[src/rtl/xadc_pkg.sv]
// -----------------------------------------------------------------------------
// xadc_pkg
// Shared definitions for the XADC DRP arbiter:
//   - DRP bus widths
//   - well-known XADC register addresses used by the requesters
//   - arbiter FSM state encoding
// -----------------------------------------------------------------------------
package xadc_pkg;

  localparam int DRP_ADDR_W = 7;
  localparam int DRP_DATA_W = 16;

  // Status registers polled by the sample reader
  localparam logic [DRP_ADDR_W-1:0] ADDR_TEMP     = 7'h00;
  localparam logic [DRP_ADDR_W-1:0] ADDR_AUX0     = 7'h10;
  localparam logic [DRP_ADDR_W-1:0] ADDR_AUX1     = 7'h11;
  localparam logic [DRP_ADDR_W-1:0] ADDR_AUX2     = 7'h12;
  localparam logic [DRP_ADDR_W-1:0] ADDR_AUX3     = 7'h13;

  // Configuration registers updated by the configuration writer
  localparam logic [DRP_ADDR_W-1:0] ADDR_CFG0     = 7'h40;
  localparam logic [DRP_ADDR_W-1:0] ADDR_CFG1     = 7'h41;
  localparam logic [DRP_ADDR_W-1:0] ADDR_CFG2     = 7'h42;
  localparam logic [DRP_ADDR_W-1:0] ADDR_SEQ_BASE = 7'h48;

  typedef enum logic [1:0] {
    ST_IDLE  = 2'd0,  // waiting for any request
    ST_ISSUE = 2'd1,  // DEN pulse and REQ_READY to the winner
    ST_WAIT  = 2'd2,  // waiting for DRDY or timeout
    ST_RESP  = 2'd3   // RSP_VALID pulse to the owner
  } arb_state_e;

endpackage : xadc_pkg

[src/rtl/xadc_rr_pick.sv]
// -----------------------------------------------------------------------------
// xadc_rr_pick
// Combinational round-robin selector. The search begins at the requester after
// i_last (wrapping at NUM_REQ-1) and returns the first requester whose bit is
// set in i_req.
//   i_req   : request vector, one bit per requester
//   i_last  : index of the most recently served requester
//   o_grant : one-hot grant (all zero when nothing is requested)
//   o_idx   : index of the granted requester (0 when nothing is requested)
// -----------------------------------------------------------------------------
module xadc_rr_pick #(
  parameter  int NUM_REQ = 4,
  localparam int IDX_W   = $clog2(NUM_REQ)
) (
  input  logic [NUM_REQ-1:0] i_req,
  input  logic [IDX_W-1:0]   i_last,
  output logic [NUM_REQ-1:0] o_grant,
  output logic [IDX_W-1:0]   o_idx
);

  localparam logic [IDX_W-1:0] LAST_IDX = IDX_W'(NUM_REQ - 1);

  always_comb begin
    logic [IDX_W-1:0] probe;
    logic             found;
    // NOTE: every variable gets a default before any branch so no latch is inferred.
    o_grant = '0;
    o_idx   = '0;
    found   = 1'b0;
    probe   = i_last;
    // Walk once around the ring starting just after the last winner; the
    // explicit wrap keeps this correct when NUM_REQ is not a power of two.
    for (int k = 0; k < NUM_REQ; k++) begin
      probe = (probe == LAST_IDX) ? '0 : probe + 1'b1;
      if (!found && i_req[probe]) begin
        found          = 1'b1;
        o_idx          = probe;
        o_grant[probe] = 1'b1;
      end
    end
  end

endmodule : xadc_rr_pick

[src/rtl/xadc_drp_arbiter.sv]
// -----------------------------------------------------------------------------
// xadc_drp_arbiter
// Shares one XADC DRP port between NUM_REQ requesters. One DRP transaction is
// in flight at a time; requesters are served round-robin. A saturating 8-bit
// counter aborts a transaction whose DRDY never arrives (RSP_ERR=1, data FFFF).
// All outputs are registered.
//   i_dclk, i_reset_n          : DRP clock, asynchronous active-low reset
//   i_req_valid/we/addr/wdata  : per-requester request (addr/wdata packed)
//   o_req_ready                : one-cycle accept pulse to the winner
//   o_rsp_valid/rdata/err      : one-cycle completion to the owner
//   o_drp_* / i_drp_*          : XADC DRP primitive connection
//   o_arb_busy                 : high whenever the FSM is not idle
// -----------------------------------------------------------------------------
module xadc_drp_arbiter
  import xadc_pkg::*;
#(
  parameter int NUM_REQ = 4,   // 2..8
  parameter int TIMEOUT = 63   // 1..255
) (
  input  logic                          i_dclk,
  input  logic                          i_reset_n,
  input  logic [NUM_REQ-1:0]            i_req_valid,
  input  logic [NUM_REQ-1:0]            i_req_we,
  input  logic [DRP_ADDR_W*NUM_REQ-1:0] i_req_addr,
  input  logic [DRP_DATA_W*NUM_REQ-1:0] i_req_wdata,
  output logic [NUM_REQ-1:0]            o_req_ready,
  output logic [NUM_REQ-1:0]            o_rsp_valid,
  output logic [DRP_DATA_W-1:0]         o_rsp_rdata,
  output logic                          o_rsp_err,
  output logic [DRP_ADDR_W-1:0]         o_drp_daddr,
  output logic                          o_drp_den,
  output logic                          o_drp_dwe,
  output logic [DRP_DATA_W-1:0]         o_drp_di,
  input  logic [DRP_DATA_W-1:0]         i_drp_do,
  input  logic                          i_drp_drdy,
  output logic                          o_arb_busy
);

  localparam int                 IDX_W       = $clog2(NUM_REQ);
  localparam logic [IDX_W-1:0]   LAST_IDX    = IDX_W'(NUM_REQ - 1);
  localparam logic [7:0]         TIMEOUT_CNT = 8'(TIMEOUT);
  localparam logic [NUM_REQ-1:0] ONE_HOT0    = NUM_REQ'(1);

  // Registered state
  arb_state_e            r_state;
  logic [7:0]            r_cnt;
  logic [IDX_W-1:0]      r_owner;
  logic [IDX_W-1:0]      r_last;
  logic                  r_we;
  logic [DRP_ADDR_W-1:0] r_addr;
  logic [DRP_DATA_W-1:0] r_wdata;
  logic [DRP_DATA_W-1:0] r_rdata;
  logic                  r_err;
  logic [NUM_REQ-1:0]    r_ready;
  logic [NUM_REQ-1:0]    r_rsp_valid;
  logic                  r_den;
  logic                  r_dwe;
  logic                  r_busy;

  // Next-state values
  arb_state_e            w_state_d;
  logic [7:0]            w_cnt_d;
  logic [IDX_W-1:0]      w_owner_d;
  logic [IDX_W-1:0]      w_last_d;
  logic                  w_we_d;
  logic [DRP_ADDR_W-1:0] w_addr_d;
  logic [DRP_DATA_W-1:0] w_wdata_d;
  logic [DRP_DATA_W-1:0] w_rdata_d;
  logic                  w_err_d;
  logic [NUM_REQ-1:0]    w_ready_d;
  logic [NUM_REQ-1:0]    w_rsp_valid_d;
  logic                  w_den_d;
  logic                  w_dwe_d;

  // Arbitration
  logic [NUM_REQ-1:0]    w_grant;
  logic [IDX_W-1:0]      w_grant_idx;
  logic                  w_sel_we;
  logic [DRP_ADDR_W-1:0] w_sel_addr;
  logic [DRP_DATA_W-1:0] w_sel_wdata;

  xadc_rr_pick #(
    .NUM_REQ (NUM_REQ)
  ) u_pick (
    .i_req   (i_req_valid),
    .i_last  (r_last),
    .o_grant (w_grant),
    .o_idx   (w_grant_idx)
  );

  // One-hot mux of the winner's request fields.
  always_comb begin
    w_sel_we    = 1'b0;
    w_sel_addr  = '0;
    w_sel_wdata = '0;
    for (int j = 0; j < NUM_REQ; j++) begin
      if (w_grant[j]) begin
        w_sel_we    = i_req_we[j];
        w_sel_addr  = i_req_addr[j*DRP_ADDR_W +: DRP_ADDR_W];
        w_sel_wdata = i_req_wdata[j*DRP_DATA_W +: DRP_DATA_W];
      end
    end
  end

  // Next-state and next-output logic. Pulse outputs default low; latched
  // transaction fields default to holding.
  always_comb begin
    w_state_d     = r_state;
    w_cnt_d       = r_cnt;
    w_owner_d     = r_owner;
    w_last_d      = r_last;
    w_we_d        = r_we;
    w_addr_d      = r_addr;
    w_wdata_d     = r_wdata;
    w_rdata_d     = r_rdata;
    w_err_d       = 1'b0;
    w_ready_d     = '0;
    w_rsp_valid_d = '0;
    w_den_d       = 1'b0;
    w_dwe_d       = 1'b0;

    unique case (r_state)
      ST_IDLE: begin
        if (|i_req_valid) begin
          w_state_d = ST_ISSUE;
          w_owner_d = w_grant_idx;
          w_we_d    = w_sel_we;
          w_addr_d  = w_sel_addr;
          w_wdata_d = w_sel_wdata;
          // Outputs are registered, so the ISSUE-cycle pulses are loaded here.
          w_ready_d = w_grant;
          w_den_d   = 1'b1;
          w_dwe_d   = w_sel_we;
          w_cnt_d   = '0;
        end
      end

      ST_ISSUE: begin
        w_state_d = ST_WAIT;
        w_cnt_d   = '0;
      end

      ST_WAIT: begin
        // DRDY is checked first so a DRDY on the timeout cycle still succeeds.
        if (i_drp_drdy) begin
          w_state_d     = ST_RESP;
          w_rdata_d     = r_we ? '0 : i_drp_do;
          w_err_d       = 1'b0;
          w_rsp_valid_d = ONE_HOT0 << r_owner;
          w_last_d      = r_owner;
        end else if (r_cnt == TIMEOUT_CNT) begin
          w_state_d     = ST_RESP;
          w_rdata_d     = '1;
          w_err_d       = 1'b1;
          w_rsp_valid_d = ONE_HOT0 << r_owner;
          w_last_d      = r_owner;
        end else if (r_cnt != 8'hFF) begin
          w_cnt_d = r_cnt + 8'd1;
        end
      end

      ST_RESP: begin
        w_state_d = ST_IDLE;
        // DADDR/DI read zero while idle.
        w_addr_d  = '0;
        w_wdata_d = '0;
      end

      default: begin
        w_state_d = ST_IDLE;
      end
    endcase
  end

  // NOTE: sequential state uses non-blocking assignments so every register samples pre-edge values.
  always_ff @(posedge i_dclk or negedge i_reset_n) begin
    if (!i_reset_n) begin
      r_state     <= ST_IDLE;
      r_cnt       <= '0;
      r_owner     <= '0;
      r_last      <= LAST_IDX;
      r_we        <= 1'b0;
      r_addr      <= '0;
      r_wdata     <= '0;
      r_rdata     <= '0;
      r_err       <= 1'b0;
      r_ready     <= '0;
      r_rsp_valid <= '0;
      r_den       <= 1'b0;
      r_dwe       <= 1'b0;
      r_busy      <= 1'b0;
    end else begin
      r_state     <= w_state_d;
      r_cnt       <= w_cnt_d;
      r_owner     <= w_owner_d;
      r_last      <= w_last_d;
      r_we        <= w_we_d;
      r_addr      <= w_addr_d;
      r_wdata     <= w_wdata_d;
      r_rdata     <= w_rdata_d;
      r_err       <= w_err_d;
      r_ready     <= w_ready_d;
      r_rsp_valid <= w_rsp_valid_d;
      r_den       <= w_den_d;
      r_dwe       <= w_dwe_d;
      r_busy      <= (w_state_d != ST_IDLE);
    end
  end

  assign o_req_ready = r_ready;
  assign o_rsp_valid = r_rsp_valid;
  assign o_rsp_rdata = r_rdata;
  assign o_rsp_err   = r_err;
  assign o_drp_daddr = r_addr;
  assign o_drp_den   = r_den;
  assign o_drp_dwe   = r_dwe;
  assign o_drp_di    = r_wdata;
  assign o_arb_busy  = r_busy;

endmodule : xadc_drp_arbiter

[config.mk]
export PLATFORM = sky130hd
export DESIGN_NAME = xadc_drp_arbiter
export DESIGN_NICKNAME = d
export VERILOG_FILES = /design/src/rtl/xadc_pkg.sv /design/src/rtl/xadc_rr_pick.sv /design/src/rtl/xadc_drp_arbiter.sv
export SDC_FILE = /design/constraint.sdc
export NUM_CORES = 1
export LEC_CHECK = 0
export BUFFER_PORTS_ARGS = -buffer_cell sky130_fd_sc_hd__buf_2
export CAP_MARGIN = 40
export CORE_ASPECT_RATIO = 1.75
export CORE_MARGIN = 5
export CORE_UTILIZATION = 49
export CTS_BUF_LIST = sky130_fd_sc_hd__clkbuf_4 sky130_fd_sc_hd__clkbuf_8 sky130_fd_sc_hd__clkbuf_16
export CTS_CLUSTER_DIAMETER = 200
export DETAILED_ROUTE_END_ITERATION = 10
export PLACE_DENSITY = 0.79
export SYNTH_ARGS = -nofsm -noshare
export SYNTH_HDL_FRONTEND = slang
export SYNTH_SLANG_ARGS = --single-unit
[constraint.sdc]
create_clock -name i_dclk -period 4.6 [get_ports i_dclk]
set_clock_uncertainty 0.15 [all_clocks]
set_input_delay 0.23 -clock i_dclk [delete_from_list [all_inputs] [get_ports i_dclk]]
set_output_delay 0.23 -clock i_dclk [all_outputs]
set_load 0.02 [all_outputs]
=== Word-level counts from Yosys, hierarchy flattened ===
Cells that the tools add are included.

* Reduce and logical (&&, ||, !) cells: 20
* Equal/unequal tests: 13
* Divide/modulo/power cells: 0
* Bitwise operators: 3
* Shift operators: 1
* Multiply operators: 0
* Magnitude comparators: 8
* $add $sub $neg: 5
* Muxes and demuxes: 73

{| class="wikitable"
|+ Operator list
! kind !! count
|-
| two-way mux 16 bit || 8
|-
| two-way mux 4 bit || 9
|-
| two-way mux 7 bit || 5
|-
| two-way mux 8 bit || 4
|-
| one-hot mux 16 bit (2 select lines) || 1
|-
| two-way mux 2 bit || 13
|-
| one-hot mux 8 bit (3 select lines) || 1
|-
| two-way mux 1 bit || 22
|-
| one-hot mux 7 bit (2 select lines) || 1
|-
| == test 2 bit (second input constant) || 6
|-
| < comparator 2 x 3 -> 1 bit (second input constant) || 4
|-
| bitwise OR 4 bit || 3
|-
| adder 2 x 1 -> 2 bit (second input constant) || 4
|-
| adder 8 x 1 -> 8 bit (second input constant) || 1
|-
| binary-select mux 1 bit (select 2 bit) || 4
|-
| demux 1 bit (select 2 bit) || 4
|-
| == test 8 x 6 -> 1 bit (second input constant) || 1
|-
| >= comparator 2 x 1 -> 1 bit (second input constant) || 4
|-
| != test 2 bit (second input constant) || 4
|-
| != test 8 bit (second input constant) || 1
|-
| one-hot mux 2 bit (4 select lines) || 1
|-
| logical AND 1 bit || 7
|-
| AND reduction 2 bit || 3
|-
| nonzero test 2 bit || 3
|-
| 7 further kinds || 9
|}

* RAM bits: 0
* Bits of input ports: 119
* Latch bits: 0
* Memory bits (read-only): 0
* Bits in registers: 66
* Output and inout port bits: 51
* Memories kept: 0
* Word-level logic and storage cells: 137

=== Depth between registers and ports, before layout ===
Gate-level depths: netlist of the first run.

* Depth in word-level cells: 20
* Gate-level depth with buffers: 12
* Mapped depth without buffers: 8

=== By module ===
Synthesis of the first run repeated with hierarchy kept, for this count alone.

* Cell total of the unflattened synthesis: 420
* Area, all modules: 4,033.9 µm²

{| class="wikitable"
|+ By module, submodules not included
! module !! area an instance (µm²) !! times used !! seq. area each (µm²) !! cells an instance
|-
| xadc_drp_arbiter || 3,433.3 || 1 || 1,654.1 || 341
|-
| xadc_rr_pick || 600.6 || 1 || 0.0 || 79
|}

=== Worst setup path before layout of the first run ===
No wires, ideal clock.

* Path type: register to register
* Start point: register r_last[0]
* End point: register r_addr[0] (netlist: o_drp_daddr[0])
* Data required time: 4.364 ns
* Clock period less this slack: 3.446 ns
* Stages on the path, launching flop included: 13
* Library setup time: 0.086 ns
* Path buffers: 4
* Data arrival time: 3.211 ns
* Path slack: 1.154 ns
* Cell sequence: dfstp_2 buf_6 inv_1 ha_1 buf_2 o21ai_0 a211oi_1 o21a_1 a221o_1 or4_4 buf_6 buf_12 o221ai_2

* Word-level cells in the longest chain between the ends: 20
* Elaborated cells on any way between the ends: 62
* Those cells by class: 4 x add/sub; 8 x order compare; 4 x eq/ne; 33 x mux; 3 x bitwise; 10 x reduce/logical

{| class="wikitable"
|+ RTL lines
! what !! line !! source
|-
| start: declaration || xadc_drp_arbiter.sv:48 || <nowiki>logic [IDX_W-1:0] r_last;</nowiki>
|-
| start signal: assignment || xadc_drp_arbiter.sv:196 || <nowiki>r_last <= w_last_d;</nowiki>
|-
| adder 2 x 1 -> 2 bit or == test 2 bit (tied branches) || xadc_rr_pick.sv:34 || <nowiki>probe = (probe == LAST_IDX) ? '0 : probe + 1'b1;</nowiki>
|-
| two-way mux 2 bit (*) || xadc_rr_pick.sv:34 ||
|-
| adder 2 x 1 -> 2 bit (tied with other cells) || xadc_rr_pick.sv:34 ||
|-
| two-way mux 2 bit or two-way mux 1 bit (tied branches) || xadc_rr_pick.sv:34, xadc_rr_pick.sv:35 ||
|-
| adder 2 x 1 -> 2 bit (tied with other cells) || xadc_rr_pick.sv:34 ||
|-
| two-way mux 2 bit (tied with other cells) || xadc_rr_pick.sv:34 ||
|-
| adder 2 x 1 -> 2 bit (tied with other cells) || xadc_rr_pick.sv:34 ||
|-
| two-way mux 2 bit (tied with other cells) || xadc_rr_pick.sv:34 ||
|-
| [2 not listed] || - ||
|-
| two-way mux 1 bit (implied by the code) (tied with other cells) || xadc_rr_pick.sv:38 || <nowiki>o_grant[probe] = 1'b1;</nowiki>
|-
| demux 1 bit (select 2 bit) (tied with other cells) || - ||
|-
| bitwise OR 4 bit (no line) or logical AND 1 bit (tied branches) || - ||
|-
| two-way mux 4 bit (*) || xadc_rr_pick.sv:35 || <nowiki>if (!found && i_req[probe]) begin</nowiki>
|-
| two-way mux 7 bit (3 in a row) || xadc_drp_arbiter.sv:97 || <nowiki>if (w_grant[j]) begin</nowiki>
|-
| two-way mux 7 bit (*) || xadc_drp_arbiter.sv:97 ||
|-
| two-way mux 7 bit (*) || xadc_drp_arbiter.sv:124 || <nowiki>if (|i_req_valid) begin</nowiki>
|-
| one-hot mux 7 bit (2 select lines) (*) || xadc_drp_arbiter.sv:122 || <nowiki>unique case (r_state)</nowiki>
|-
| end signal: assignment || xadc_drp_arbiter.sv:198 || <nowiki>r_addr <= w_addr_d;</nowiki>
|-
| end: declaration || xadc_drp_arbiter.sv:50 || <nowiki>logic [DRP_ADDR_W-1:0] r_addr;</nowiki>
|}

Mark *: on every way between the ends. The rest lies on a longest branch, timed or not. The select of a mux whose other input is x is not followed.
A chain may end at the register's enable or synchronous reset.

=== Worst setup path in the final report of the first run ===
* Start point: register r_last[0]
* End point: register r_wdata[0] (netlist: o_drp_di[0])

* Word-level cells in the longest chain between the ends: 20
* Elaborated cells on any way between the ends: 62
* Those cells by class: 4 x add/sub; 8 x order compare; 4 x eq/ne; 33 x mux; 3 x bitwise; 10 x reduce/logical

{| class="wikitable"
|+ RTL lines
! what !! line !! source
|-
| adder 2 x 1 -> 2 bit or == test 2 bit (tied branches) || xadc_rr_pick.sv:34 ||
|-
| two-way mux 2 bit (*) || xadc_rr_pick.sv:34 ||
|-
| adder 2 x 1 -> 2 bit (tied with other cells) || xadc_rr_pick.sv:34 ||
|-
| two-way mux 2 bit or two-way mux 1 bit (tied branches) || xadc_rr_pick.sv:34, xadc_rr_pick.sv:35 ||
|-
| adder 2 x 1 -> 2 bit (tied with other cells) || xadc_rr_pick.sv:34 ||
|-
| two-way mux 2 bit (tied with other cells) || xadc_rr_pick.sv:34 ||
|-
| adder 2 x 1 -> 2 bit (tied with other cells) || xadc_rr_pick.sv:34 ||
|-
| two-way mux 2 bit (tied with other cells) || xadc_rr_pick.sv:34 ||
|-
| [2 not listed] || - ||
|-
| two-way mux 1 bit (implied by the code) (tied with other cells) || xadc_rr_pick.sv:38 ||
|-
| demux 1 bit (select 2 bit) (tied with other cells) || - ||
|-
| bitwise OR 4 bit (no line) or logical AND 1 bit (tied branches) || - ||
|-
| two-way mux 4 bit (*) || xadc_rr_pick.sv:35 ||
|-
| two-way mux 16 bit (3 in a row) || xadc_drp_arbiter.sv:97 ||
|-
| two-way mux 16 bit (*) || xadc_drp_arbiter.sv:97 ||
|-
| two-way mux 16 bit (*) || xadc_drp_arbiter.sv:124 ||
|-
| one-hot mux 16 bit (2 select lines) (*) || xadc_drp_arbiter.sv:122 ||
|-
| end signal: assignment || xadc_drp_arbiter.sv:199 || <nowiki>r_wdata <= w_wdata_d;</nowiki>
|-
| end: declaration || xadc_drp_arbiter.sv:51 || <nowiki>logic [DRP_DATA_W-1:0] r_wdata;</nowiki>
|}

Marked as above.

==> flow_summary_export.csv, run 1 <==
group,metric,value,unit
floorplan,ios,170,
synthesis,synth_top_family_by_area,"compound AO/OA/AOI/OAI gates",
synthesis,synth.distinct_cells,60,
power_and_ir_drop,power.internal,2.03,mW
synthesis,mappedNetlistNets,552,
sta,max_freq,240,MHz
detailed_routing,routed_wl,12.3,mm
sta,min_period,4.17,ns
setup_path,slowest_stage,"a2111oi_0",
finish,syn_to_final_growth,29.8,%
power_and_ir_drop,p_per_area,716,mW/mm²
clock_tree,clk_latency,0.33,ns
finish,drive_above_1_share,38.3,%
sta,drv_slew,0,
floorplan,die_h,132,µm
setup_path,crit_family,"compound AO/OA/AOI/OAI gates",
synthesis,synth_enable_flop_cells,0,
detailed_routing,vias,4094,
placement,place_congestion,0.894,
detailed_routing,drt_iter0_drc,161,
global_routing,overflow,0,
setup_path,path_cells,"inv_1 > ha_1 > nor3_1 > o21ai_0 > a2111oi_0 > or3_1 > nand4b_1 > buf_4 > o221ai_1",
synthesis,ys.flop_type,"dfrtp_1",
placement,place_inst,658,
setup_path,critPathMaxFanout,23,
power_and_ir_drop,pwr-share-seq,24.5,%
placement,place.port_buffers,169,
synthesis,ys_seq_area_share,40.0,%
placement,place_area,0.00499,mm²
clock_tree,cts.repair.resized,0,
global_routing,grt_max_degree,44,
synthesis,synthSimpleGateAreaFrac,17.4,%
setup_path,worstSetupStartpointType,"register",
setup_path,cp.required,4.62,ns
clock_tree,cts_setup_buffers,0,
sta,setup_violations,0,
min_path,min_path_type,"input port to register",
detailed_routing,viasPerCell,5.99,
detailed_routing,drcViolationCount,0,
synthesis,synthCells,422,
clock_tree,cts_htree_levels,3,
clock_tree,root_buffer,"clkbuf_16",
run_status,status,"completed",
sta,tns,0,ns
setup_path,worstSetupPathType,"register to register",
power_and_ir_drop,power,3.84,mW
floorplan,initial_core_util,50.1,%
synthesis,synth_compound_gate_area_share,27.1,%
placement,dp_slack,0.527,ns
finish,nNetsFinal,717,
detailed_routing,post_drt_wl_per_cell,17.9,µm
finish,stdcell_area,0.00537,mm²
synthesis,async_flop_share,100,%
placement,dpl.hpwl,9.32,mm
synthesis,synth_xor_xnor_area_share,1.48,%
run,maxCapViolCount,0,
sta,hold_slack,0.00961,ns
sta,finalCritPeriodShare,90.6,%
synthesis,syn_area,0.00414,mm²
synthesis,synth-seq-cells,66,
floorplan,die_area,0.0105,mm²
power_and_ir_drop,ir_worst_vdd,0.419,mV
detailed_routing,ant_nets,0,
setup_path,cp_data_arrival_time,4.19,ns
clock_tree,cts_sinks,66,
synthesis,synth.area.mux_share,3.18,%
setup_path,max_stage_delay,0.89,ns
synthesis,synth.avg_cell_area,9.80,µm²
global_routing,groute.usage.overall,23.3,%
power_and_ir_drop,power.net_switching,1.81,mW
global_routing,grt_pass1_vias,4091,
sta,worst_slack,0.432,ns
floorplan,die_width,79.5,µm
global_routing,antenna_found_initial,0,
power_and_ir_drop,p_sw_share,47.2,%
clock_tree,clk_pin_slew,0.06,ns
floorplan,core_area,0.00826,mm²
clock_tree,cts_buffer_depth,2,
synthesis,synth-warning-count,0,
power_and_ir_drop,pwr-share-clk,16.4,%
detailed_routing,drtPass1Iterations,5,
power_and_ir_drop,comb_power_share,59.1,%
sta,max-slew-margin-rel,36.2,%
sta,worstMarginPinSlew,0.933,ns
finish,n_antenna_cell,0,
setup_path,timing.critical_path.buf_inv,2,
finish,instances_no_fill,684,
power_and_ir_drop,leakage,2.63,nW
synthesis,synthAdderAreaFrac,3.33,%
setup_path,endpoint_kind,"register",
sta,timing_hold_violations_final,0,
clock_tree,tritoncts,"yes",
floorplan,rows,44,
clock_tree,cts_made_buffers,9,
global_routing,grt_pass1_wl,19.5,mm
finish,utilization,65.0,%
sta,grt_setup_unrepaired,"no",
-- cells in the mapped netlist, types with 2 or more instances --
cell,n,share of area (%)
nor3_1,23,2.8
or2_2,2,0.30
nor2_1,15,1.4
inv_1,35,3.2
xor2_1,7,1.5
dfrtp_1,64,39
a21oi_1,24,2.9
o21ai_0,6,0.73
o41ai_1,3,0.64
a31oi_1,4,0.60
nand4_1,3,0.45
and3b_1,2,0.42
o221ai_2,20,7.3
nand2b_1,18,2.7
a22oi_1,23,4.2
and3_1,4,0.60
nor3b_1,3,0.54
a221o_1,2,0.48
nor2b_1,2,0.30
a211oi_1,3,0.54
ha_1,11,3.3
nand3_1,3,0.36
buf_2,2,0.24
nand2_1,16,1.5
dfstp_2,2,1.3
o221ai_1,3,0.64
buf_12,2,0.97
mux2i_2,2,0.67
buf_6,2,0.54
nor4_1,3,0.45
o21a_1,2,0.36
and2_1,31,4.7
a31o_2,3,0.64
a32oi_1,24,5.1
o31ai_1,2,0.36
clkbuf_1,23,2.1
mux2_2,3,0.82
or3_1,2,0.30
buf_4,2,0.36
-- worst reg2reg max path, stage by stage (launching register included) --
cell	delay, ns
dfstp_2	0.75
inv_1	0.19
ha_1	0.53
nor3_1	0.37
o21ai_0	0.19
a2111oi_0	0.89
or3_1	0.28
nand4b_1	0.13
buf_4	0.35
o221ai_1	0.18
-- placed cells by master (no fill, tap or decap), types with 7 or more instances in the layout --
cell type and n:
xor2_1 7, o221ai_2 20, dfrtp_1 64, dlygate4sd3_1 10, ha_1 11, a32oi_1 24, nor2_1 15, clkbuf_16 9
and2_1 31, nor3_1 23, buf_2 169, a22oi_1 23, a21oi_1 24, nand2b_1 18, nand2_1 16, inv_1 35
-- metal layers --
metal | GRT usage [%] | wire (µm) | up-vias
li1 | - | - | 1899
met5 | 0 | 0 | -
met3 | 6.23 | 1180 | 30
met2 | 41.2 | 6310 | 225
met4 | 9.08 | 302 | 0
met1 | 25.9 | 4460 | 1940
-- power groups by stage --
stage / registers (mW) / logic, mW / clock network (mW)
CTS: 0.939 / 2.26 / 0.641
finish: 0.941 / 2.27 / 0.630
global route: 0.967 / 2.48 / 0.669
floorplan: 1.10 / 1.56 / 0
global placement: 0.940 / 2.17 / 0
detailed placement: 0.941 / 2.25 / 0
-- final timing paths --
check | start | endpoint | slack (ns) | cells after the start
min in group asynchronous | i_reset_n | o_drp_di[13] | 0.27 | 2
setup / recovery | r_last[0] | o_drp_di[0] | 0.43 | 9
setup reg to reg | r_last[0] | o_drp_di[0] | 0.43 | 9
hold / removal | i_req_wdata[60] | o_drp_di[12] | 0.01 | 3
max in group asynchronous | i_reset_n | o_drp_di[5] | 3.08 | 3
hold reg to reg | o_drp_di[13] | o_drp_di[13] | 0.36 | 2
-- cell families after synthesis --
family | Yosys count
muxes | 9
adders and majority gates | 11
buffers and inverters | 67
xor gates and xnor gates | 7
DFF | 66
AOI/OAI and AO/OA | 132
and+or+nand+nor | 130
-- repair_timing --
item / 4_1_cts / 5_1_grt
setup endpoints to repair: 0 / 0
hold endpoints to repair: 32 / 0
hold buffers: 10 / 0
-- registers in the layout, summed over array words and instances (netlist names), 2 cells and up --
signal       flops
o_drp_di        16
o_rsp_rdata     16
r_cnt            8
o_drp_daddr      7
o_req_ready      4
o_rsp_valid      4
r_last           2
r_owner          2
r_state          2
-- final cells by class --
| cell class | count | area (µm²) |
|---|---|---|
| Clock inverter | 6 | 40.0 |
| Clock buffer | 10 | 239 |
| Fill cell | 675 | 2890 |
| Inverter | 35 | 131 |
| Multi-Input combinational cell | 289 | 2180 |
| Tap cell | 92 | 115 |
| Sequential cell | 66 | 1650 |
| Timing Repair Buffer | 186 | 1010 |
Note: power is estimated with default switching activity, not from simulation.
==> inputs of run 2 (changes only) <==
- ABC_AREA: default -> 1
==> run 2 against run 1 <==
Against the previous run:
- the flow now finishes with violations (hold timing)
- utilization up 0.61 points
- wire length grew 6.7%
- design area grew 1.6%
- global-route usage increased by 1.5 points
- first-iteration DRC count increased by 52%
- largest cell class unchanged
- via count up 10%
- highest routed layer unchanged
- critical path depth up 5
- critical path type unchanged
- area after synthesis is 1.0% higher
- register-to-register slack better by 0.85 ns
- non-clock buffer count is 3 lower
==> flow_summary_export.csv, run 2 <==
group,metric,value,unit
clock_tree,clk_pin_slew,0.06,ns
run_status,violations,"hold timing",
detailed_routing,drt_iter0_drc,245,
synthesis,yosys.area.top_type,"dfrtp_1",
finish,n_antenna_cell,0,
synthesis,async_flop_share,100,%
synthesis,synth-seq-cells,66,
power_and_ir_drop,p_per_area,868,mW/mm²
global_routing,grt_pass1_vias,4569,
detailed_routing,drcViolationCount,0,
synthesis,yosysMostFrequentCell,"nand2_1",
detailed_routing,routed_wl,13.1,mm
synthesis,ys.flop_type,"dfrtp_1",
power_and_ir_drop,leakage,3.21,nW
floorplan,rows,44,
clock_tree,tritoncts,"yes",
sta,max-slew-margin-rel,56.1,%
sta,timing_hold_violations_final,1,
finish,multiInputGateArea,0.00205,mm²
floorplan,die_width,79.8,µm
run_status,status,"finished, violations left",
detailed_routing,post_drt_wl_per_cell,14.6,µm
min_path,min_path_type,"input port to register",
power_and_ir_drop,ir_worst_vdd,0.520,mV
synthesis,synthCells,607,
detailed_routing,ant_nets,0,
clock_tree,cts_sinks,66,
synthesis,synth.top_cell.area_share,38.3,%
sta,max_freq,302,MHz
clock_tree,cts_made_buffers,9,
global_routing,grt_max_degree,48,
setup_path,worstSetupPathType,"register to register",
synthesis,synth.avg_cell_area,6.88,µm²
sta,hold_slack,-0.000446,ns
setup_path,endpoint_kind,"register",
placement,dpl.hpwl,9.94,mm
floorplan,core_area,0.00831,mm²
floorplan,die_area,0.0105,mm²
synthesis,ys_seq_area_share,39.6,%
power_and_ir_drop,power,4.74,mW
synthesis,synth-warning-count,0,
setup_path,cp.required,4.72,ns
finish,most-common-layout-cells,"213 x nand2_1, 169 x buf_2, 76 x inv_1, 66 x nand3_1, 64 x dfrtp_1",
sta,setup_violations,0,
synthesis,mappedNetlistNets,737,
run,maxCapViolCount,0,
global_routing,overflow,0,
sta,grt_setup_unrepaired,"no",
setup_path,r2r_cells,14,
finish,fill_cells,737,
floorplan,initial_core_util,50.3,%
clock_tree,cts_buffer_depth,2,
clock_tree,root_buffer,"clkbuf_16",
finish,nNetsFinal,907,
global_routing,grt_pass1_wl,20.9,mm
finish,drive_above_1_share,28.0,%
setup_path,worstSetupStartpointType,"register",
finish,final_common_cell,"nand2_1",
synthesis,synth_area_leaders,"dfrtp_1 38%, nand2_1 19%, nand3_1 7.9%",
clock_tree,cts_htree_levels,3,
finish,syn_to_final_growth,30.6,%
setup_path,critPathMaxFanout,27,
sta,finalCritPeriodShare,72.0,%
placement,place_congestion,0.942,
synthesis,synth.distinct_cells,35,
detailed_routing,drtPass1Iterations,5,
finish,regArea,0.00165,mm²
setup_path,cp_data_arrival_time,3.44,ns
synthesis,syn_area,0.00418,mm²
sta,min_period,3.31,ns
clock_tree,clk_latency,0.34,ns
detailed_routing,viasPerCell,5.04,
synthesis,synth_enable_flop_cells,0,
floorplan,ios,170,
min_path,hold_depth,3,
global_routing,antenna_found_initial,0,
sta,drv_slew,0,
detailed_routing,vias,4521,
sta,tns,0,ns
synthesis,ys_top_cells_by_count,"213 x nand2_1, 76 x inv_1, 66 x nand3_1",
floorplan,die_h,132,µm
placement,place.port_buffers,169,
global_routing,groute.usage.overall,24.8,%
sta,worstMarginPinSlew,0.657,ns
[run 2: cell count changes in the layout (fill, tap and decap cells not counted), sizes merged, moves of 5 or more]
| cell | before | now |
|---|---|---|
| a21oi | 24 | 47 |
| a22oi | 23 | 0 |
| a32oi | 24 | 0 |
| and2 | 31 | 0 |
| inv | 36 | 85 |
| nand2 | 16 | 219 |
| nand2b | 18 | 0 |
| nand3 | 3 | 73 |
| nor2 | 15 | 52 |
| nor3 | 23 | 6 |
| o21ai | 7 | 12 |
| o221ai | 23 | 0 |
[run 2: cell type report]
| type | instances | share of cell area (%) |
|---|---|---|
| multi-input cells | 432 | 37.6 |
| flip-flops and latches | 66 | 30.3 |
| repair buffers | 183 | 18.0 |
| inverters | 85 | 5.89 |
| clock buffers | 9 | 4.13 |
| well taps | 115 | 2.64 |
| clock inverters | 7 | 1.40 |
[run 2: kinds of logic after synthesis]
kind of cell	share of synthesized area, %
fa+ha+maj	3.29
compound gates	7.66
flops	39.6
xor+xnor	0.629
simple gates	37.4
buf+inv	11.4
[run 2: critical path: stages, from the launching register on]
cell     delay, ns
dfstp_2       0.70
inv_4         0.11
ha_1          0.44
inv_2         0.09
o21ai_2       0.09
nand2_1       0.09
nor2_1        0.18
nor2_4        0.08
nand3_1       0.13
nand3_4       0.29
inv_2         0.45
nand3_1       0.14
nand2_1       0.08
nand3_1       0.10
nand2_1       0.10
[run 2: path summary, 6_finish.rpt]
kind	startpoint	end	slack, ns
hold / removal	i_drp_do[8]	o_rsp_rdata[8]	-0.0004
min in group asynchronous	i_reset_n	o_drp_di[11]	0.23
max in group asynchronous	i_reset_n	o_drp_di[15]	3.07
setup / recovery	r_last[0]	o_drp_di[14]	1.29
hold reg to reg	o_drp_di[8]	o_drp_di[8]	0.33
setup reg to reg	r_last[0]	o_drp_di[14]	1.29
[run 2: what timing repair did]
item | 4_1_cts | 5_1_grt
resized for setup | 0 | 0
hold endpoints to repair | 29 | 0
buffers inserted | 0 | 0
hold buffers | 10 | 0
[run 2: metrics by stage]
stage	area (µm²)	std cells	utilization, %	worst slack (ns)	hold slack, ns
floorplan	4180	607	-	2.03	-0.216
global placement	5040	870	60.6	1.38	0.0434
detailed placement	5050	871	60.8	1.33	0.0507
CTS	5460	897	65.6	1.30	0.000166
global route	5460	897	65.6	1.07	0.0179
finish	5460	897	65.6	1.29	-0.000446
[run 2: power by group]
part	switching (mW)	internal, mW	total [mW]
registers	0.127	0.801	0.928
logic	2.14	0.979	3.12
clock network	0.264	0.422	0.686
total	2.54	2.20	4.74
[run 2: layer usage]
metal / global-route usage (%) / vias to the layer above / share of wire [%]
li1: - / 2228 / -
met1: 25.4 / 2027 / 36
met2: 44.3 / 213 / 51
met3: 5.54 / 53 / 7.7
met4: 14.9 / 0 / 5.3
met5: 0 / - / 0
==> inputs of run 3 (changes only) <==
- ABC_AREA: 1 -> 0
- CORE_UTILIZATION: 49 -> 44
- PLACE_DENSITY: 0.79 -> 0.75
- clock period: 4.6 -> 3 ns (I/O delays scaled with it)
==> run 3 against run 2 <==
Against the previous run:
- register-to-register slack worse by 1.5 ns
- non-clock buffer count rose by 116
- the run ends with setup timing left
- global-route usage rose by 3.4 points
- sequential cell count is the same
- combinational power increased by 61%
- count of clock-buffer cells in the layout up 1
- sequential power grew 54%
- maximum frequency grew 3.8%
- wire length up 38%
- cell count is 7.8% lower
- total power up 61%
- highest routed layer unchanged
- critical endpoint is now o_drp_di[13]
- worst setup slack lost 1.5 ns
==> flow_summary_export.csv, run 3 (synthesis gave the netlist of run 1 again) <==
group,metric,value,unit
setup_path,slowest_stage,"dfstp_2",
run,maxCapViolCount,0,
power_and_ir_drop,ir_worst_vdd,0.718,mV
placement,place_inst,719,
global_routing,antenna_found_initial,1,
global_routing,grt_pass1_wl,26.3,mm
finish,stdcell_area,0.00683,mm²
placement,place.port_buffers,169,
setup_path,crit_path_start,"r_last[1]",
sta,drv_slew,0,
power_and_ir_drop,p_per_area,1120,mW/mm²
global_routing,grtUsageMet1,30.4,%
setup_path,critPathMaxFanout,23,
clock_tree,cts_htree_levels,3,
finish,nNetsFinal,830,
detailed_routing,post_drt_wl_per_cell,21.9,µm
power_and_ir_drop,pwr-share-seq,18.8,%
detailed_routing,drcViolationCount,0,
setup_path,path_cells,"inv_2 > ha_4 > or3_4 > a21oi_4 > o41ai_2 > buf_4 > o311a_1 > buf_12 > a22oi_1 > o221ai_4",
clock_tree,cts_made_buffers,9,
clock_tree,cts_sinks,66,
setup_path,cp.required,3.03,ns
setup_path,worstSetupStartpointType,"register",
min_path,min_path_type,"input port to register",
global_routing,overflow,0,
detailed_routing,drt_iter0_drc,372,
floorplan,ios,170,
global_routing,groute.usage.overall,28.2,%
power_and_ir_drop,power.internal,4.11,mW
floorplan,initial_core_util,45.2,%
sta,finalCritPeriodShare,106,%
min_path,hp-start,"i_req_addr[12]",
sta,worst_slack,-0.193,ns
floorplan,die_width,83.3,µm
floorplan,die_area,0.0115,mm²
finish,syn_to_final_growth,65.1,%
placement,place_congestion,0.923,
finish,final_common_cell,"buf_2",
setup_path,max_stage_delay,0.55,ns
power_and_ir_drop,power,7.63,mW
clock_tree,clk_latency,0.34,ns
finish,instances_no_fill,827,
sta,worstMarginPinSlew,0.696,ns
global_routing,grt_pass1_vias,5133,
detailed_routing,drtPass1Iterations,5,
placement,dpl.hpwl,10.5,mm
global_routing,grtUsageMet3,8.50,%
run_status,violations,"setup timing",
sta,grt_setup_unrepaired,"yes",
global_routing,use_met2,47.7,%
power_and_ir_drop,power.net_switching,3.52,mW
detailed_routing,vias,5033,
power_and_ir_drop,p_sw_share,46.1,%
sta,max_freq,313,MHz
setup_path,worstSetupPathType,"register to register",
finish,most-common-layout-cells,"169 x buf_2, 85 x dlygate4sd3_1, 64 x dfrtp_1, 33 x inv_1, 33 x buf_4",
power_and_ir_drop,leakage,3.24,nW
setup_path,cp_data_arrival_time,3.23,ns
sta,tns,-1.55,ns
floorplan,rows,46,
power_and_ir_drop,pwr-share-clk,15.4,%
run_status,status,"finished, violations left",
setup_path,endpoint_kind,"register",
floorplan,core_area,0.00915,mm²
finish,drive_above_1_share,41.4,%
clock_tree,root_buffer,"clkbuf_16",
setup_path,timing.rr.start,"r_last[1]",
sta,max-slew-margin-rel,53.6,%
detailed_routing,viasPerCell,6.09,
floorplan,die_h,138,µm
detailed_routing,routed_wl,18.1,mm
global_routing,grt_max_degree,33,
clock_tree,clk_pin_slew,0.07,ns
global_routing,grt.busiest_layer,"met2",
detailed_routing,ant_nets,0,
sta,hold_slack,0.0391,ns
sta,min_period,3.19,ns
clock_tree,cts_buffer_depth,2,
power_and_ir_drop,comb_power_share,65.8,%
sta,timing_hold_violations_final,0,
sta,setup_violations,23,
placement,place_area,0.00537,mm²
clock_tree,tritoncts,"yes",
## run 3: per-layer routing
layer,vias to the layer above,wire (µm)
met5,-,0
met2,442,8930
met3,122,1850
li1,2135,-
met4,0,1500
met1,2334,5830
## run 3: through the flow
step	worst slack, ns	utilization (%)
floorplan	-0.294	-
global placement	-0.00654	58.6
detailed placement	-0.0828	58.7
CTS	-0.0182	72.1
global route	-0.250	74.6
finish	-0.193	74.6
## run 3: worst max-delay path: cells and delay by family, from the launching register on
family | cells | cell delay [ns]
and+or+nand+nor | 1 | 0.41
DFF | 1 | 0.55
adders and majority gates | 1 | 0.27
buffers and inverters | 3 | 0.38
AOI/OAI and AO/OA | 5 | 1.28
## run 3: final timing paths
kind	to	slack, ns	cells past startpoint
setup / recovery	o_drp_di[13]	-0.19	10
hold / removal	o_drp_daddr[5]	0.04	3
setup reg to reg	o_drp_di[13]	-0.19	10
hold reg to reg	o_drp_di[15]	0.37	2
max in group asynchronous	r_last[1]	1.68	3
min in group asynchronous	o_drp_daddr[0]	0.24	2
## run 3: repair_timing
action / CTS / global route
buffers inserted: 0 / 2
hold buffers: 85 / 0
pin swaps: 0 / 27
gates resized for setup: 11 / 23
cloned: 0 / 3
hold endpoints to repair: 68 / 0
endpoints found under the setup margin: 23 / 25
## run 3: layout make-up
class                      instances  area [µm²]
antenna                            2        5.00
clock buffer                      10         239
clock inverter                     6        88.8
fill                             575        2320
inverter                          35         131
multi-input combinational        289        2400
sequential                        66        1650
tap                              120         150
timing repair buffer             299        2160
## run 3: power groups by stage
stage                     Combinational (mW)  Sequential [mW]  Clock (mW)
after floorplan                         2.47             1.68           0
after global placement                  4.04             1.41           0
after detailed placement                4.20             1.41           0
after CTS                               4.39             1.41        1.17
after global routing                    5.30             1.46        1.22
final                                   5.02             1.43        1.17
